$ cat src/rtl/burst_seq_pkg.sv
// Shared types and constants for the burst sequencer.
// State encoding, control bit indices and status word layout.
package burst_seq_pkg;

   typedef enum logic [1:0] {
      IDLE = 2'd0,
      HIGH = 2'd1,
      LOW  = 2'd2
   } state_t;

   localparam int CTL_EN       = 0;
   localparam int CTL_SW_TRIG  = 1;
   localparam int CTL_EXT_EN   = 2;
   localparam int CTL_EXT_FALL = 3;

   localparam int ST_BUSY      = 15;
   localparam int ST_ABORT     = 14;
   localparam int ST_STATE_MSB = 13;
   localparam int ST_STATE_LSB = 12;

endpackage

$ cat src/rtl/burst_sequencer_trig_sync_edge.sv
// Multi-flop synchroniser followed by a rise/fall edge detector.
// Clears to 0, so a level held through reset reads as a rising edge.
module trig_sync_edge #(
   parameter int STAGES = 2
) (
   input  logic clk,
   input  logic rst_n,
   input  logic d,
   output logic rise,
   output logic fall
);

   logic [STAGES-1:0] sync_q;
   logic              prev_q;

   always_ff @(posedge clk) begin
      if (!rst_n) begin
         sync_q <= '0;
         prev_q <= 1'b0;
      end else begin
         sync_q <= {sync_q[STAGES-2:0], d};
         prev_q <= sync_q[STAGES-1];
      end
   end

   assign rise = sync_q[STAGES-1] & ~prev_q;
   assign fall = ~sync_q[STAGES-1] & prev_q;

endmodule

$ cat src/rtl/burst_sequencer.sv
// Gated high/low pulse train generator driven by the FX2 register bank.
// Config is shadowed at burst start; triggers while busy are dropped.
module burst_sequencer
   import burst_seq_pkg::*;
#(
   parameter int CNT_W       = 32,
   parameter int SYNC_STAGES = 2
) (
   input  logic             clk,
   input  logic             rst_n,
   input  logic [15:0]      control_reg,
   input  logic [CNT_W-1:0] conf_1_reg,
   input  logic [CNT_W-1:0] conf_2_reg,
   input  logic [CNT_W-1:0] conf_3_reg,
   input  logic             ext_trig,
   output logic             pulse_out,
   output logic             busy,
   output logic             done,
   output logic [CNT_W-1:0] cycles_done,
   output logic [15:0]      status_reg
);

   localparam logic [CNT_W-1:0] ONE = CNT_W'(1);

   state_t           state_q, state_n;
   logic [CNT_W-1:0] cnt_q, cnt_n;
   logic [CNT_W-1:0] hi_s, hi_n;
   logic [CNT_W-1:0] lo_s, lo_n;
   logic [CNT_W-1:0] n_s, n_n;
   logic [CNT_W-1:0] cyc_q, cyc_n, cyc_inc;
   logic [CNT_W-1:0] hi_c, lo_c;
   logic             aborted_q, aborted_n;
   logic             pulse_q, done_q, done_n;
   logic             en, sw_rise, ext_rise, ext_fall;
   logic             ext_edge, start;
   logic             unused_sw_fall;
   logic             unused_ctl;

   trig_sync_edge #(.STAGES(SYNC_STAGES)) u_sw (
      .clk  (clk),
      .rst_n(rst_n),
      .d    (control_reg[CTL_SW_TRIG]),
      .rise (sw_rise),
      .fall (unused_sw_fall)
   );

   trig_sync_edge #(.STAGES(SYNC_STAGES)) u_ext (
      .clk  (clk),
      .rst_n(rst_n),
      .d    (ext_trig),
      .rise (ext_rise),
      .fall (ext_fall)
   );

   assign unused_ctl = ^control_reg[15:4];
   assign en         = control_reg[CTL_EN];
   assign ext_edge   = control_reg[CTL_EXT_EN] &
                       (control_reg[CTL_EXT_FALL] ? ext_fall : ext_rise);
   assign start      = en & (sw_rise | ext_edge);

   // A zero phase length still produces one cycle
   assign hi_c    = (conf_1_reg == '0) ? ONE : conf_1_reg;
   assign lo_c    = (conf_2_reg == '0) ? ONE : conf_2_reg;
   assign cyc_inc = cyc_q + ONE;

   always_ff @(posedge clk) begin
      if (!rst_n) begin
         state_q   <= IDLE;
         cnt_q     <= '0;
         hi_s      <= '0;
         lo_s      <= '0;
         n_s       <= '0;
         cyc_q     <= '0;
         aborted_q <= 1'b0;
         pulse_q   <= 1'b0;
         done_q    <= 1'b0;
      end else begin
         state_q   <= state_n;
         cnt_q     <= cnt_n;
         hi_s      <= hi_n;
         lo_s      <= lo_n;
         n_s       <= n_n;
         cyc_q     <= cyc_n;
         aborted_q <= aborted_n;
         pulse_q   <= (state_n == HIGH);
         done_q    <= done_n;
      end
   end

   always_comb begin
      state_n   = state_q;
      cnt_n     = cnt_q;
      hi_n      = hi_s;
      lo_n      = lo_s;
      n_n       = n_s;
      cyc_n     = cyc_q;
      aborted_n = aborted_q;
      done_n    = 1'b0;
      unique case (state_q)
         IDLE: begin
            if (start) begin
               hi_n      = hi_c;
               lo_n      = lo_c;
               n_n       = conf_3_reg;
               cnt_n     = hi_c - ONE;
               cyc_n     = '0;
               aborted_n = 1'b0;
               state_n   = HIGH;
            end
         end
         HIGH: begin
            if (!en) begin
               aborted_n = 1'b1;
               state_n   = IDLE;
            end else if (cnt_q != '0) begin
               cnt_n = cnt_q - ONE;
            end else begin
               cnt_n   = lo_s - ONE;
               state_n = LOW;
            end
         end
         LOW: begin
            if (!en) begin
               aborted_n = 1'b1;
               state_n   = IDLE;
            end else if (cnt_q != '0) begin
               cnt_n = cnt_q - ONE;
            end else begin
               cyc_n = cyc_inc;
               if (n_s != '0 && cyc_inc == n_s) begin
                  done_n  = 1'b1;
                  state_n = IDLE;
               end else begin
                  cnt_n   = hi_s - ONE;
                  state_n = HIGH;
               end
            end
         end
         default: state_n = IDLE;
      endcase
   end

   always_comb begin
      busy        = (state_q != IDLE);
      pulse_out   = pulse_q;
      done        = done_q;
      cycles_done = cyc_q;
      status_reg  = '0;
      status_reg[ST_BUSY]  = busy;
      status_reg[ST_ABORT] = aborted_q;
      status_reg[ST_STATE_MSB:ST_STATE_LSB] = state_q;
   end

endmodule

$ cat config.mk
export PLATFORM = sky130hd
export DESIGN_NAME = burst_sequencer
export DESIGN_NICKNAME = d
export VERILOG_FILES = /design/src/rtl/burst_seq_pkg.sv /design/src/rtl/burst_sequencer_trig_sync_edge.sv /design/src/rtl/burst_sequencer.sv
export SDC_FILE = /design/constraint.sdc
export NUM_CORES = 1
export LEC_CHECK = 0
export CAP_MARGIN = 20
export CORE_ASPECT_RATIO = 1.4
export CORE_MARGIN = 5
export CORE_UTILIZATION = 30
export CTS_BUF_LIST = sky130_fd_sc_hd__clkbuf_4
export DETAILED_ROUTE_END_ITERATION = 10
export GPL_TIMING_DRIVEN = 0
export HOLD_SLACK_MARGIN = 0.08
export SLEW_MARGIN = 10
export SYNTH_ARGS = -nofsm -noshare
export SYNTH_HDL_FRONTEND = slang
export SYNTH_SLANG_ARGS = --single-unit
export TNS_END_PERCENT = 30
$ cat constraint.sdc
create_clock -name clk -period 4.35 [get_ports clk]
set_clock_uncertainty 0.2 [all_clocks]
set_input_delay 0.87 -clock clk [delete_from_list [all_inputs] [get_ports clk]]
set_output_delay 0.87 -clock clk [all_outputs]
set_load 0.03 [all_outputs]
======== Word-level counts from Yosys, hierarchy flattened ========
Index checks and enable logic that the tools add are counted.
operators by class
  bitwise gates (word level) .............. 12
  equality and inequality tests ........... 10
  mux-type cells .......................... 25
  $add $sub $neg .......................... 5
  reduce and logical (&&, ||, !) cells .... 16
operators with widths
  operator                                                               count
  32-bit 2-to-1 mux                                                      11
  32-bit by 1-bit subtractor with 32-bit output (second input constant)  4
  32-bit one-hot mux with 3 select lines                                 1
  32-bit logical NOT                                                     2
  32-bit one-hot mux with 2 select lines                                 1
  32-bit nonzero test                                                    2
  32-bit by 1-bit adder with 32-bit output (second input constant)       1
  32-bit == test                                                         1
  2-bit 2-to-1 mux                                                       5
  2-bit != test (second input constant)                                  5
  1-bit NOT                                                              6
  2-bit one-hot mux with 3 select lines                                  1
  2-bit nonzero test                                                     3
  1-bit AND                                                              5
  1-bit 2-to-1 mux                                                       5
  5-bit AND reduction                                                    1
  2-bit by 1-bit == test with 1-bit output (second input constant)       2
  4-bit AND reduction                                                    1
  4-bit OR reduction                                                     1
  3-bit != test (second input constant)                                  1
  3-bit AND reduction                                                    1
  3-bit nonzero test                                                     1
  2-bit == test (second input constant)                                  1
  2-bit logical NOT                                                      1
  5 further kinds                                                        5
storage, ports and cells
  logic and storage cells ................. 81
  output and inout port bits .............. 51
  input port bits ......................... 115
  register bits ........................... 171

======== Depth between registers and ports, before layout ========
  depth after elaboration ................. 9
  depth in mapped cells ................... 15
  gate-level depth less buffers ........... 14

======== By module ========
A second synthesis with hierarchy kept.
unflattened totals
  cell total of the unflattened synthesis .. 1549
  area total of the unflattened synthesis .. 11705.0 µm²
by module, submodules not included
  module           cells an instance  seq. area each (µm²)  instances  area an instance (µm²)
  burst_sequencer  1533               3303.2                1          11522.3
  trig_sync_edge   8                  60.1                  2          91.3

======== Worst setup path before layout ========
Ideal clock, no wire load.
  path type ............................... input to register
  from .................................... input port conf_1_reg[8]
  to ...................................... register cnt_q[30]
  setup time .............................. 0.122 ns
  buffers on the path ..................... 1
  data arrival time ....................... 3.780 ns
  required time ........................... 4.028 ns
  setup slack ............................. 0.248 ns
  stages on the path ...................... 15
  cell sequence ........................... or3_1 -> or4b_2 -> nor4_2 -> a21oi_1 -> ha_1 -> nor3b_1 -> nand3_1 -> or2_2 -> clkbuf_1 -> nor3_1 -> nand3_1 -> xor2_1 -> o32ai_1 -> o21ai_0 -> o21ai_0
between the ends
  word-level cells in the longest chain between the ends .. 5
RTL lines
  element                                            line                    text
  start, declared                                    burst_sequencer.sv:12   input logic [CNT_W-1:0] conf_1_reg,
  32-bit logical NOT                                 burst_sequencer.sv:62   assign hi_c = (conf_1_reg == '0) ? ONE : conf_1_reg;
  32-bit 2-to-1 mux (*)                              burst_sequencer.sv:62
  32-bit by 1-bit subtractor with 32-bit output (*)  burst_sequencer.sv:105  cnt_n = hi_c - ONE;
  32-bit 2-to-1 mux (*)                              burst_sequencer.sv:101  if (start) begin
  32-bit one-hot mux with 3 select lines (*)         burst_sequencer.sv:99   unique case (state_q)
  end signal, assigned                               burst_sequencer.sv:79   cnt_q <= cnt_n;
  end, declared                                      burst_sequencer.sv:26   logic [CNT_W-1:0] cnt_q, cnt_n;
Mark *: on every way between the ends. The rest lies on a longest branch, timed or not. The select of a mux whose other input is x is not followed.
A chain may end at the register's enable or synchronous reset.

======== Worst setup path after layout ========
  from .................................... input port conf_1_reg[10]
  to ...................................... register cnt_q[30]
The elaborated chain is that of the path after synthesis.

==> flow_results.xml <==
<?xml version="1.0" encoding="UTF-8"?>
<metrics>
  <group name="detailed_routing">
    <metric name="drt-vias-per-instance" unit="">5.58</metric>
    <metric name="drt_wl_total" unit="µm">49600</metric>
    <metric name="detailroute.via_count" unit="">12500</metric>
    <metric name="drc" unit="">0</metric>
    <metric name="drtPass1Iterations" unit="">5</metric>
    <metric name="drtIter0Drc" unit="">910</metric>
    <metric name="wire_per_inst" unit="µm">22.1</metric>
    <metric name="postRouteAntennaNets" unit="">0</metric>
  </group>
  <group name="setup_path">
    <metric name="r2r_slack" unit="ns">0.19</metric>
    <metric name="path_class" unit="">input port to flop</metric>
    <metric name="timing.critical_path.from_type" unit="">input port</metric>
    <metric name="worst_r2r_endpoint" unit="">cycles_done[17]</metric>
    <metric name="maximum_net_fanout_on_the_critical_path" unit="">6</metric>
    <metric name="critical_path.reg2reg.startpoint" unit="">cnt_q[0]</metric>
    <metric name="timing.critical_path.to_type" unit="">flop</metric>
    <metric name="worst-r2r-cell-count" unit="">15</metric>
    <metric name="cp-endpoint" unit="">cnt_q[30]</metric>
    <metric name="cp.required" unit="ns">4.72</metric>
    <metric name="worst-endpoint-arrival" unit="ns">4.68</metric>
    <metric name="worstSetupStartpoint" unit="">conf_1_reg[10]</metric>
  </group>
  <group name="cells_and_area">
    <metric name="flow.area_growth_from_synthesis" unit="%">21.2</metric>
    <metric name="finish.net_count" unit="">1878</metric>
    <metric name="finish.utilization" unit="%">36.7</metric>
    <metric name="stdcell_count" unit="">2241</metric>
    <metric name="post_route_cells_drive_above_1_share" unit="%">5.89</metric>
  </group>
  <group name="die">
    <metric name="start_util" unit="%">30.2</metric>
    <metric name="floorplan.rows" unit="">84</metric>
    <metric name="core_area" unit="µm²">37500</metric>
    <metric name="die_h" unit="µm">240</metric>
    <metric name="die_width" unit="µm">174</metric>
    <metric name="ios" unit="">166</metric>
    <metric name="fp.dieArea" unit="µm²">41900</metric>
  </group>
  <group name="global_routing">
    <metric name="largest_net_degree_at_the_start_of_global_routing" unit="">17</metric>
    <metric name="gr-total-overflow" unit="">0</metric>
    <metric name="grt_use_total" unit="%">23.0</metric>
    <metric name="grt_pass1_wl" unit="µm">73100</metric>
    <metric name="via_count_of_the_first_global_routing_pass" unit="">12100</metric>
    <metric name="number_of_antenna_violations_at_the_first_check_in_global_routing" unit="">1</metric>
  </group>
  <group name="timing">
    <metric name="finalHoldViolations" unit="">0</metric>
    <metric name="slew_headroom" unit="%">30.6</metric>
    <metric name="max_freq" unit="GHz">0.232</metric>
    <metric name="setup-violations-final" unit="">0</metric>
    <metric name="tightest_pin_transition" unit="ns">1.03</metric>
    <metric name="rsz0062_at_grt" unit="">true</metric>
    <metric name="crit_path_time_final" unit="ns">4.31</metric>
    <metric name="finalMaxSlewViolations" unit="">0</metric>
    <metric name="post-route-period-util" unit="%">99.0</metric>
  </group>
  <group name="power">
    <metric name="pwr-share-clk" unit="%">26.0</metric>
    <metric name="netSwitchingFraction" unit="%">38.6</metric>
    <metric name="total_leakage_power" unit="nW">4.64</metric>
    <metric name="internal-power" unit="mW">2.44</metric>
    <metric name="p_per_area" unit="nW/µm²">289</metric>
    <metric name="comb_power_share" unit="%">31.3</metric>
    <metric name="switchingPower" unit="mW">1.54</metric>
    <metric name="power_frac_seq" unit="%">42.8</metric>
    <metric name="irDropWorstVdd" unit="mV">0.183</metric>
  </group>
  <group name="synthesis">
    <metric name="async_flop_share" unit="%">0</metric>
    <metric name="synth_top_cells_by_area" unit="">sky130_fd_sc_hd__dfxtp_1, sky130_fd_sc_hd__nand2_1, sky130_fd_sc_hd__a21oi_1</metric>
    <metric name="postSynthCellCount" unit="">1583</metric>
    <metric name="synth_cell_type_count" unit="">78</metric>
    <metric name="ys_dominant_reg_cell" unit="">sky130_fd_sc_hd__dfxtp_1</metric>
    <metric name="synthesis.area" unit="µm²">11300</metric>
    <metric name="synth_edf_count" unit="">0</metric>
    <metric name="synth.ff_latch_count" unit="">171</metric>
    <metric name="synth_top_cell_area_share" unit="%">30.2</metric>
    <metric name="yosysWarnings" unit="">0</metric>
    <metric name="synth-seq-area-share" unit="%">30.2</metric>
    <metric name="mean_instance_size_in_the_synthesized_netlist" unit="µm²">7.17</metric>
    <metric name="synth_largest_area_cell" unit="">sky130_fd_sc_hd__dfxtp_1</metric>
  </group>
  <group name="outcome">
    <metric name="status" unit="">finished clean</metric>
  </group>
  <group name="clock_tree">
    <metric name="tritoncts" unit="">done</metric>
    <metric name="cts_hold_buffers" unit="">0</metric>
    <metric name="path_clk_slew" unit="ns">0.16</metric>
    <metric name="sinks_on_the_clock_net" unit="">171</metric>
    <metric name="h-tree-depth" unit="">4</metric>
    <metric name="clk_root_buffer_cell" unit="">sky130_fd_sc_hd__clkbuf_4</metric>
    <metric name="cts_buffers" unit="">17</metric>
    <metric name="clk_latency" unit="ns">0.68</metric>
    <metric name="clock_path_buffers" unit="">2</metric>
  </group>
  <group name="hold_path">
    <metric name="min_path_type" unit="">flop to flop</metric>
  </group>
  <group name="flow_run">
    <metric name="max_cap_viol_count" unit="">0</metric>
  </group>
  <group name="place">
    <metric name="placement.io_buffers" unit="">139</metric>
    <metric name="place.detailed.hpwl" unit="µm">39100</metric>
    <metric name="place_inst" unit="">2206</metric>
    <metric name="final_weighted_congestion_of_routability_driven_global_placement" unit="">0.994</metric>
  </group>
</metrics>
## cells in the mapped netlist, types with 20 or more instances
master	n
sky130_fd_sc_hd__clkbuf_1	82
sky130_fd_sc_hd__or4_1	22
sky130_fd_sc_hd__xor2_1	61
sky130_fd_sc_hd__or3_1	31
sky130_fd_sc_hd__dfxtp_1	171
sky130_fd_sc_hd__inv_1	20
sky130_fd_sc_hd__nand3_1	42
sky130_fd_sc_hd__nand4_1	40
sky130_fd_sc_hd__nor3_1	69
sky130_fd_sc_hd__o21ai_0	80
sky130_fd_sc_hd__a21oi_1	161
sky130_fd_sc_hd__nand2_1	312
sky130_fd_sc_hd__nor2_1	108
sky130_fd_sc_hd__nor4_1	54
sky130_fd_sc_hd__xnor2_1	84
## final cells by class
| type | count | area (µm²) |
|---|---|---|
| inverters | 21 | 78.8 |
| diodes | 1 | 2.50 |
| clock inverters | 14 | 158 |
| repair buffers | 142 | 1420 |
| flip-flops and latches | 171 | 3420 |
| multi-input cells | 1282 | 7400 |
| plain buffers | 119 | 549 |
| well taps | 473 | 592 |
| clock buffers | 18 | 135 |
| fillers | 3999 | 23800 |
## routing by layer
metal | track usage (%) | vias up | wire length [µm]
met5 | 0 | - | 0
met4 | 15.1 | 0 | 3380
met3 | 3.33 | 134 | 2480
met2 | 42.3 | 490 | 25600
met1 | 24.5 | 5919 | 18200
li1 | - | 5970 | -
## how the worst min path moves through the flow
stage,cells past startpoint,end,from
2_1_floorplan,2,u_sw.prev_q,u_sw.sync_q[1]
3_3_place_gp,1,u_ext.sync_q[1],u_ext.sync_q[0]
3_5_place_dp,1,u_ext.sync_q[1],u_ext.sync_q[0]
4_1_cts,2,u_sw.prev_q,u_sw.sync_q[1]
5_1_grt,1,u_ext.sync_q[1],u_ext.sync_q[0]
6_report,2,u_sw.prev_q,u_sw.sync_q[1]
## logic make-up (layout without fill, tap and decap cells)
kind of cell	Yosys count	in the layout	synth area share (%)
other	1	13	0.0330
multiplexers	8	8	0.717
adder cells (fa/ha/maj)	9	9	0.992
XOR/XNOR	145	145	11.2
buffers and inverters	141	314	5.57
AO/OA/AOI/OAI	351	351	18.4
AND/OR/NAND/NOR	757	757	32.9
flip-flops	171	171	30.2
## per-stage QoR
stage | hold slack [ns] | cell area [µm²] | power [mW] | setup TNS [ns] | worst slack (ns)
final | 0.223 | 13800 | 3.98 | 0 | 0.0424
after global routing | 0.262 | 13800 | 4.16 | -0.0820 | -0.0681
after CTS | 0.225 | 13700 | 3.98 | -0.0186 | -0.0186
after detailed placement | 0.218 | 13400 | 2.95 | -18.13 | -1.48
after global placement | 0.214 | 13400 | 2.94 | -17.89 | -1.49
after floorplan | 0.210 | 11400 | 2.46 | 0 | 0.248
## cells in the final DEF, fill, tap and decap left out, types with 6 or more instances in the layout
cell	Yosys	routed
sky130_fd_sc_hd__clkbuf_4	0	18
sky130_fd_sc_hd__nor3_1	69	68
sky130_fd_sc_hd__a221oi_1	9	9
sky130_fd_sc_hd__clkbuf_1	82	81
sky130_fd_sc_hd__nand3_1	42	42
sky130_fd_sc_hd__xnor2_1	84	83
sky130_fd_sc_hd__dfxtp_1	171	170
sky130_fd_sc_hd__clkdlybuf4s50_1	0	137
sky130_fd_sc_hd__ha_1	9	9
sky130_fd_sc_hd__o21ai_0	80	79
sky130_fd_sc_hd__inv_1	20	20
sky130_fd_sc_hd__o31ai_1	9	9
sky130_fd_sc_hd__inv_6	0	7
sky130_fd_sc_hd__o21ai_1	6	7
sky130_fd_sc_hd__a31oi_1	7	7
sky130_fd_sc_hd__conb_1	1	12
sky130_fd_sc_hd__and3_1	10	10
sky130_fd_sc_hd__and4_1	10	10
sky130_fd_sc_hd__a211oi_1	15	15
sky130_fd_sc_hd__nor2_1	108	108
sky130_fd_sc_hd__o41ai_1	7	7
sky130_fd_sc_hd__nand2_1	312	312
sky130_fd_sc_hd__nor4_1	54	51
sky130_fd_sc_hd__o22ai_1	6	6
sky130_fd_sc_hd__buf_4	17	20
sky130_fd_sc_hd__or4_1	22	22
sky130_fd_sc_hd__and2_1	11	11
sky130_fd_sc_hd__nand4_1	40	40
sky130_fd_sc_hd__buf_2	12	12
sky130_fd_sc_hd__a21oi_1	161	160
sky130_fd_sc_hd__or3_1	31	31
sky130_fd_sc_hd__mux2i_1	7	7
sky130_fd_sc_hd__xor2_1	61	60
sky130_fd_sc_hd__o211ai_1	11	11
sky130_fd_sc_hd__nand4b_1	7	7
## critical path, stage by stage
cell	delay, ns
sky130_fd_sc_hd__clkdlybuf4s50_1	0.51
sky130_fd_sc_hd__or3_1	0.38
sky130_fd_sc_hd__or4b_2	0.72
sky130_fd_sc_hd__nor4_4	0.34
sky130_fd_sc_hd__a21oi_2	0.19
sky130_fd_sc_hd__ha_1	0.26
sky130_fd_sc_hd__nor3b_2	0.18
sky130_fd_sc_hd__nand3_1	0.15
sky130_fd_sc_hd__or2_4	0.19
sky130_fd_sc_hd__nor3_2	0.07
sky130_fd_sc_hd__nand3_1	0.14
sky130_fd_sc_hd__xor2_2	0.20
sky130_fd_sc_hd__o32ai_1	0.12
sky130_fd_sc_hd__o21ai_1	0.24
sky130_fd_sc_hd__o21ai_0	0.10
## power by group through the flow
| stage | Combinational [mW] | Sequential [mW] | Clock [mW] |
|---|---|---|---|
| 3_5_place_dp | 1.21 | 1.73 | 0 |
| 2_1_floorplan | 0.753 | 1.71 | 0 |
| 4_1_cts | 1.22 | 1.70 | 1.06 |
| 3_3_place_gp | 1.21 | 1.73 | 0 |
| 5_1_grt | 1.33 | 1.71 | 1.12 |
| 6_report | 1.24 | 1.70 | 1.03 |
## state kept, by name (all words and copies together), names as in the netlist
name,count
u_sw.sync_q,2
lo_s,32
u_ext.sync_q,2
aborted_q,1
cycles_done,32
u_ext.prev_q,1
done,1
cnt_q,32
pulse_out,1
hi_s,32
n_s,32
u_sw.prev_q,1
state_q,2
## timing repair
item | CTS | global route
pin swaps | 1 | 1
gates resized for setup | 9 | 7
endpoints found under the setup margin | 21 | 35
cloned | 0 | 0
setup buffers | 1 | 2
No activity file was read; power rests on OpenSTA's default activity.
